===== src/rtl/fetch_ctrl.sv =====
// Multicycle sequencing controller for the RV32I fetch datapath: steps the fetch unit, picks
// the pcmux source and drives writeback/data-memory strobes. Optional FETCH_CTRL_PERF_EN adds perf counters.
module fetch_ctrl #(
  parameter int unsigned MEM_TIMEOUT = 15
) (
  input  logic        clk,
  input  logic        rst_n,
  input  logic [31:0] idata,
  input  logic        fetch_tog,
  input  logic        br_taken,
  input  logic        dmem_ready,
  output logic        fetch_en,
  output logic [1:0]  pcmux,
  output logic        br_in,
  output logic        reg_we,
  output logic        mem_re,
  output logic        mem_we,
  output logic        alu_src_imm,
  output logic [1:0]  wb_sel,
  output logic        halted,
  output logic        trap,
  output logic [2:0]  state
`ifdef FETCH_CTRL_PERF_EN
  ,
  output logic [31:0] cyc_cnt,
  output logic [31:0] ret_cnt
`endif
);

  typedef enum logic [2:0] {
    S_RESET  = 3'd0,
    S_FETCH  = 3'd1,
    S_FWAIT  = 3'd2,
    S_DECODE = 3'd3,
    S_EXEC   = 3'd4,
    S_MEM    = 3'd5,
    S_WB     = 3'd6,
    S_HALT   = 3'd7
  } state_t;

  localparam logic [6:0] OPC_LUI    = 7'b0110111;
  localparam logic [6:0] OPC_AUIPC  = 7'b0010111;
  localparam logic [6:0] OPC_JAL    = 7'b1101111;
  localparam logic [6:0] OPC_JALR   = 7'b1100111;
  localparam logic [6:0] OPC_BRANCH = 7'b1100011;
  localparam logic [6:0] OPC_LOAD   = 7'b0000011;
  localparam logic [6:0] OPC_STORE  = 7'b0100011;
  localparam logic [6:0] OPC_OPIMM  = 7'b0010011;
  localparam logic [6:0] OPC_OP     = 7'b0110011;
  localparam logic [6:0] OPC_SYSTEM = 7'b1110011;

  localparam logic [1:0] PC_JALR = 2'd0;
  localparam logic [1:0] PC_JAL  = 2'd1;
  localparam logic [1:0] PC_BR   = 2'd2;
  localparam logic [1:0] PC_SEQ  = 2'd3;

  localparam logic [1:0] WB_ALU = 2'd0;
  localparam logic [1:0] WB_MEM = 2'd1;
  localparam logic [1:0] WB_PC  = 2'd2;
  localparam logic [1:0] WB_IMM = 2'd3;

  localparam logic [7:0] LP_TIMEOUT = 8'(MEM_TIMEOUT);

  state_t      r_state;
  state_t      w_state_nxt;
  logic [31:0] r_ir;
  logic        r_tog_q;
  logic [7:0]  r_cnt;
  logic [7:0]  w_cnt_inc;
  logic        w_tog_seen;
  logic        w_trap_cause;
  logic        w_unused_ir;

  logic [6:0]  w_opc;
  logic        w_is_legal;
  logic        w_is_system;
  logic        w_is_load;
  logic        w_is_store;
  logic        w_is_branch;
  logic        w_is_jal;
  logic        w_is_jalr;
  logic [1:0]  w_dec_wb_sel;
  logic        w_dec_imm;

  logic        r_fetch_en,    w_fetch_en_nxt;
  logic [1:0]  r_pcmux,       w_pcmux_nxt;
  logic        r_br_in,       w_br_in_nxt;
  logic        r_reg_we,      w_reg_we_nxt;
  logic        r_mem_re,      w_mem_re_nxt;
  logic        r_mem_we,      w_mem_we_nxt;
  logic        r_alu_src_imm, w_alu_src_imm_nxt;
  logic [1:0]  r_wb_sel,      w_wb_sel_nxt;
  logic        r_halted,      w_halted_nxt;
  logic        r_trap,        w_trap_nxt;

  assign w_opc       = r_ir[6:0];
  assign w_unused_ir = ^r_ir[31:7];
  assign w_tog_seen  = (fetch_tog != r_tog_q);
  assign w_cnt_inc   = r_cnt + 8'd1;

  // Opcode class decode; ir is stable from FWAIT capture until the next fetch completes.
  always_comb begin
    // NOTE: every combinational output gets a default first so no path infers a latch.
    w_is_legal   = 1'b1;
    w_is_system  = 1'b0;
    w_is_load    = 1'b0;
    w_is_store   = 1'b0;
    w_is_branch  = 1'b0;
    w_is_jal     = 1'b0;
    w_is_jalr    = 1'b0;
    w_dec_wb_sel = WB_ALU;
    w_dec_imm    = 1'b0;
    case (w_opc)
      OPC_LUI:    w_dec_wb_sel = WB_IMM;
      OPC_AUIPC:  w_dec_imm = 1'b1;
      OPC_JAL: begin
        w_is_jal     = 1'b1;
        w_dec_wb_sel = WB_PC;
      end
      OPC_JALR: begin
        w_is_jalr    = 1'b1;
        w_dec_wb_sel = WB_PC;
        w_dec_imm    = 1'b1;
      end
      OPC_BRANCH: w_is_branch = 1'b1;
      OPC_LOAD: begin
        w_is_load    = 1'b1;
        w_dec_wb_sel = WB_MEM;
        w_dec_imm    = 1'b1;
      end
      OPC_STORE: begin
        w_is_store = 1'b1;
        w_dec_imm  = 1'b1;
      end
      OPC_OPIMM:  w_dec_imm = 1'b1;
      OPC_OP:     ;
      OPC_SYSTEM: begin
        w_is_legal  = 1'b0;
        w_is_system = 1'b1;
      end
      default:    w_is_legal = 1'b0;
    endcase
  end

  // FSM state register
  always_ff @(posedge clk or negedge rst_n) begin
    if (!rst_n) begin
      r_state <= S_RESET;
    end else begin
      // NOTE: sequential state uses non-blocking assignments so every flop samples pre-edge values.
      r_state <= w_state_nxt;
    end
  end

  // FSM next-state logic
  always_comb begin
    w_state_nxt  = r_state;
    w_trap_cause = 1'b0;
    case (r_state)
      S_RESET:  w_state_nxt = S_FETCH;
      S_FETCH:  w_state_nxt = S_FWAIT;
      S_FWAIT:  if (w_tog_seen) w_state_nxt = S_DECODE;
      S_DECODE: begin
        if (w_is_system) begin
          w_state_nxt = S_HALT;
        end else if (!w_is_legal) begin
          w_state_nxt  = S_HALT;
          w_trap_cause = 1'b1;
        end else begin
          w_state_nxt = S_EXEC;
        end
      end
      S_EXEC: begin
        if (w_is_load || w_is_store) w_state_nxt = S_MEM;
        else if (w_is_branch)        w_state_nxt = S_FETCH;
        else                         w_state_nxt = S_WB;
      end
      S_MEM: begin
        // ready is tested first so it wins over a simultaneous timeout
        if (dmem_ready) begin
          w_state_nxt = w_is_store ? S_FETCH : S_WB;
        end else if (w_cnt_inc == LP_TIMEOUT) begin
          w_state_nxt  = S_HALT;
          w_trap_cause = 1'b1;
        end
      end
      S_WB:     w_state_nxt = S_FETCH;
      S_HALT:   w_state_nxt = S_HALT;
      default:  w_state_nxt = S_RESET;
    endcase
  end

  // FSM output logic: values for the state being entered, registered below
  always_comb begin
    w_fetch_en_nxt    = (w_state_nxt == S_FETCH);
    w_reg_we_nxt      = (w_state_nxt == S_WB);
    w_mem_re_nxt      = (w_state_nxt == S_MEM) && w_is_load;
    w_mem_we_nxt      = (w_state_nxt == S_MEM) && w_is_store;
    w_halted_nxt      = (w_state_nxt == S_HALT);
    w_trap_nxt        = (r_state == S_HALT) ? r_trap : w_trap_cause;
    w_pcmux_nxt       = r_pcmux;
    w_br_in_nxt       = r_br_in;
    w_wb_sel_nxt      = r_wb_sel;
    w_alu_src_imm_nxt = r_alu_src_imm;
    if (r_state == S_EXEC) begin
      w_br_in_nxt = 1'b0;
      if (w_is_jalr)        w_pcmux_nxt = PC_JALR;
      else if (w_is_jal)    w_pcmux_nxt = PC_JAL;
      else if (w_is_branch) begin
        w_pcmux_nxt = PC_BR;
        w_br_in_nxt = br_taken;
      end else              w_pcmux_nxt = PC_SEQ;
    end
    if (r_state == S_DECODE) begin
      w_wb_sel_nxt      = w_dec_wb_sel;
      w_alu_src_imm_nxt = w_dec_imm;
    end
  end

  always_ff @(posedge clk or negedge rst_n) begin
    if (!rst_n) begin
      r_fetch_en    <= 1'b0;
      r_pcmux       <= PC_SEQ;
      r_br_in       <= 1'b0;
      r_reg_we      <= 1'b0;
      r_mem_re      <= 1'b0;
      r_mem_we      <= 1'b0;
      r_alu_src_imm <= 1'b0;
      r_wb_sel      <= WB_ALU;
      r_halted      <= 1'b0;
      r_trap        <= 1'b0;
    end else begin
      r_fetch_en    <= w_fetch_en_nxt;
      r_pcmux       <= w_pcmux_nxt;
      r_br_in       <= w_br_in_nxt;
      r_reg_we      <= w_reg_we_nxt;
      r_mem_re      <= w_mem_re_nxt;
      r_mem_we      <= w_mem_we_nxt;
      r_alu_src_imm <= w_alu_src_imm_nxt;
      r_wb_sel      <= w_wb_sel_nxt;
      r_halted      <= w_halted_nxt;
      r_trap        <= w_trap_nxt;
    end
  end

  // Fetch handshake, instruction register and MEM timeout counter
  always_ff @(posedge clk or negedge rst_n) begin
    if (!rst_n) begin
      r_tog_q <= 1'b0;
      r_ir    <= '0;
      r_cnt   <= '0;
    end else begin
      if (r_state == S_FETCH) r_tog_q <= fetch_tog;
      if (r_state == S_FWAIT && w_tog_seen) r_ir <= idata;
      r_cnt <= (r_state == S_MEM) ? w_cnt_inc : 8'd0;
    end
  end

`ifdef FETCH_CTRL_PERF_EN
  logic [31:0] r_cyc_cnt;
  logic [31:0] r_ret_cnt;

  always_ff @(posedge clk or negedge rst_n) begin
    if (!rst_n) begin
      r_cyc_cnt <= '0;
      r_ret_cnt <= '0;
    end else begin
      if (r_state != S_RESET && r_state != S_HALT) r_cyc_cnt <= r_cyc_cnt + 32'd1;
      if (w_state_nxt == S_FETCH && (r_state inside {S_EXEC, S_MEM, S_WB}))
        r_ret_cnt <= r_ret_cnt + 32'd1;
    end
  end

  assign cyc_cnt = r_cyc_cnt;
  assign ret_cnt = r_ret_cnt;
`endif

  assign fetch_en    = r_fetch_en;
  assign pcmux       = r_pcmux;
  assign br_in       = r_br_in;
  assign reg_we      = r_reg_we;
  assign mem_re      = r_mem_re;
  assign mem_we      = r_mem_we;
  assign alu_src_imm = r_alu_src_imm;
  assign wb_sel      = r_wb_sel;
  assign halted      = r_halted;
  assign trap        = r_trap;
  assign state       = r_state;

endmodule


===== config.mk =====
export PLATFORM = sky130hd
export DESIGN_NAME = fetch_ctrl
export DESIGN_NICKNAME = d
export VERILOG_FILES = /design/src/rtl/fetch_ctrl.sv
export SDC_FILE = /design/constraint.sdc
export NUM_CORES = 1
export LEC_CHECK = 0
export CAP_MARGIN = 20
export CORE_ASPECT_RATIO = 1.75
export CORE_UTILIZATION = 50
export DETAILED_ROUTE_END_ITERATION = 12
export PLACE_DENSITY = 0.85
export SLEW_MARGIN = 30
export SYNTH_ARGS = -nofsm -noshare
export SYNTH_HDL_FRONTEND = slang
export SYNTH_SLANG_ARGS = --single-unit

===== constraint.sdc =====
create_clock -name clk -period 5.1 [get_ports clk]
set_input_delay 1.02 -clock clk [delete_from_list [all_inputs] [get_ports clk]]
set_output_delay 1.02 -clock clk [all_outputs]
set_load 0.05 [all_outputs]

==> flow_summary.toml <==
[global_routing]
groute.usage.overall_pct = 22.42
antenna_found_initial = 0
grt_pass1_wl_mm = 5.761
grt_start_max_net_pins = 32
grt_pass1_vias = 1327
overflow = 0

[detailed_routing]
via_per_inst = 5.773
drt_pre_antenna_iters = 4
met3_length_um = 140
drc = 0
top_layer = "met4"
ant_nets = 0
vias = 1345
drt_wl_total_mm = 3.418
wl_met2_mm = 1.998
drt-met1-wl_mm = 1.168
drt_iter0_markers = 30
wl_per_cell_um = 14.67

[setup_path]
critPathMaxStageDelay_ns = 0.87
cpMaxStageDelayCell = "clkdlybuf4s50_1"
critPathKind = "reg2out"
r2r-end = "mem_re$_DFF_PN0_"
crit_chain = "clkdlybuf4s50_1"
path_buf_inv = 1
cpLargestDelayFamily = "buffers and inverters"
startpoint_type = "flop"
end_kind = "output pin"
r2r_setup_slack_ns = 2.85
reg2reg_from = "state[1]$_DFF_PN0_"
cp_data_arrival_time_ns = 1.71
crit_required_ns = 4.08
rr_worst_depth = 5
crit_fanout = 12
startpoint = "state[0]$_DFF_PN0_"

[sta]
fin_crit_sh_pct = 53.54
period_minus_slack_ns = 2.730
fin_setup_tns_ns = 0
slew_headroom_pct = 56.10
hold_viol_final = 0
hold_ws_ns = 0.4872
max_freq_mhz = 366.2
fin_skew_ns = 0.007728
setup_viol = 0
worst_pin_slew_ns = 0.6571
rsz0062_at_grt = "no"
drv_slew = 0

[floorplan]
ios = 52
start_util_pct = 52.76
die_area_um2 = 3595
coreArea_um2 = 3176
fp.dieH_um = 78.58
row_count = 27
die_w_um = 45.76

[synthesis]
async_flop_share_pct = 100.0
ys_warn_count = 0
synth_edf_count = 0
synth_cell_type_count = 47
ys_ff_latch = 31
synth-seq-area-share_pct = 46.45
netlist.area_leader.share_pct = 43.32
yosysTopAreaCell = "dfrtp_1"
synth_flop_cell = "dfrtp_1"
postSynthAreaPerCell_um2 = 10.28
yosys-top-cells-area = "dfrtp_1, mux2_2, nor2_1, a2111oi_4, dfstp_2"
synthesis.nets = 202
syn_area_um2 = 1675
syn_inst = 163

[final_layout]
num-nets-final = 228
area_delta_synth_final_pct = 23.67
fillers = 282
diodes = 0
drive_above_1_share_pct = 14.21

[clock_tree]
clock-root-buffer = "clkbuf_8"
htreeDepth = 2
cts_buffers = 5
insertion_delay_ns = 0.29
cts_tree = "yes"
cts.clk_slew.worst_paths_ns = 0.07
cts_setup_buffers = 0
cts.repair.resized = 0
cts_hold_buf = 0
cts_max_path_buffers = 2
numClockSinks = 31

[placed_design]
gp_congestion = 0.9223
hpwl_mm = 2.590
numPortBuffers = 26

[hold_path]
worstHoldPathCells = 2
hold_path.startpoint = "wb_sel[0]$_DFFE_PN0P_"
worst_hold_path.endpoint = "wb_sel[0]$_DFFE_PN0P_"
hold_class = "reg2reg"

[outcome]
outcome = "complete, no violations"

[power]
ir_drop_v = 0.0004386
leakage_nw = 0.8269
cellPowerDensity_nw_per_um2 = 604.6

[run]
drv_cap = 0
registers in the layout, summed over array words and instances (netlist names):
name / cells
r_cnt: 8
r_ir: 7
state: 3
pcmux: 2
wb_sel: 2
alu_src_imm: 1
br_in: 1
fetch_en: 1
halted: 1
mem_re: 1
mem_we: 1
r_tog_q: 1
reg_we: 1
trap: 1
cell type report:
class	instances	area [um2]	area share, %
Tap cell	43	53.80	2.597
Clock inverter	2	35.03	1.691
Multi-Input combinational cell	115	820.8	39.61
Clock buffer	6	82.58	3.986
Inverter	9	33.78	1.630
Sequential cell	31	778.2	37.56
Timing Repair Buffer	27	267.8	12.92
cells in the final DEF, fill, tap and decap left out, types with 6 or more instances in the layout:
cell	Yosys	routed
nor2_1	15	15
nor3_1	6	6
inv_1	8	8
nand2_1	8	8
clkbuf_8	0	6
nand3_1	6	6
o21ai_0	10	10
clkdlybuf4s50_1	0	26
dfrtp_1	29	29
mux2_2	8	8
metal layers:
metal | global-route usage [%] | vias up
met5 | 0 | -
met4 | 12.65 | 0
met3 | 5.977 | 10
met2 | 40.00 | 33
met1 | 21.54 | 661
li1 | - | 641
cells by family (layout without fill, tap and decap cells):
logic type	Yosys count	count (layout)	synth area share, %
adder cells (fa/ha/maj)	2	2	1.493
XOR/XNOR	6	6	3.137
AO/OA/AOI/OAI	30	30	15.09
buffers and inverters	17	44	4.555
flip-flops	31	31	46.45
multiplexers	8	8	5.377
AND/OR/NAND/NOR	69	69	23.90
through the flow:
stage | utilization (%) | instance area [um2] | cells | power [W] | worst slack (ns)
floorplan | - | 1675 | 163 | 0.0008578 | 2.874
global placement | 61.54 | 1954 | 225 | 0.0009801 | 2.203
detailed placement | 61.54 | 1954 | 225 | 0.001004 | 2.138
CTS | 65.25 | 2072 | 233 | 0.001258 | 2.364
global route | 65.25 | 2072 | 233 | 0.001329 | 2.281
finish | 65.25 | 2072 | 233 | 0.001253 | 2.370
worst max-delay path by stage:
| stage | to | slack, ns | depth (start not counted) |
|---|---|---|---|
| 6_report | state[0] | 2.37 | 1 |
| 4_1_cts | state[1] | 2.36 | 1 |
| 3_3_place_gp | mem_we$_DFF_PN0_ | 2.20 | 7 |
| 3_5_place_dp | mem_we$_DFF_PN0_ | 2.14 | 7 |
| 2_1_floorplan | mem_we$_DFF_PN0_ | 2.87 | 6 |
| 5_1_grt | state[0] | 2.28 | 1 |
power by group:
part           internal, W  total [W]  switching (W)
registers         0.000328   0.000444       0.000116
logic             0.000219   0.000560       0.000342
clock network     0.000158   0.000248      0.0000904
cell usage after synthesis (2+ instances only):
library cell / count
nand4_1: 2
and3_1: 4
o21ai_0: 10
nor3b_1: 3
nand2_1: 8
nor3_1: 6
ha_1: 2
a2111oi_4: 2
nand3_1: 6
and4_1: 2
nand3b_1: 3
a21oi_1: 3
buf_2: 4
dfrtp_1: 29
nand2b_1: 3
mux2_2: 8
inv_1: 8
or4_1: 2
or3_1: 2
o211ai_1: 3
clkbuf_1: 3
nor2b_1: 4
xor2_1: 3
a31oi_1: 2
xnor2_1: 3
dfstp_2: 2
o31a_1: 2
nor2_1: 15
(Power assumes the default switching activity.)
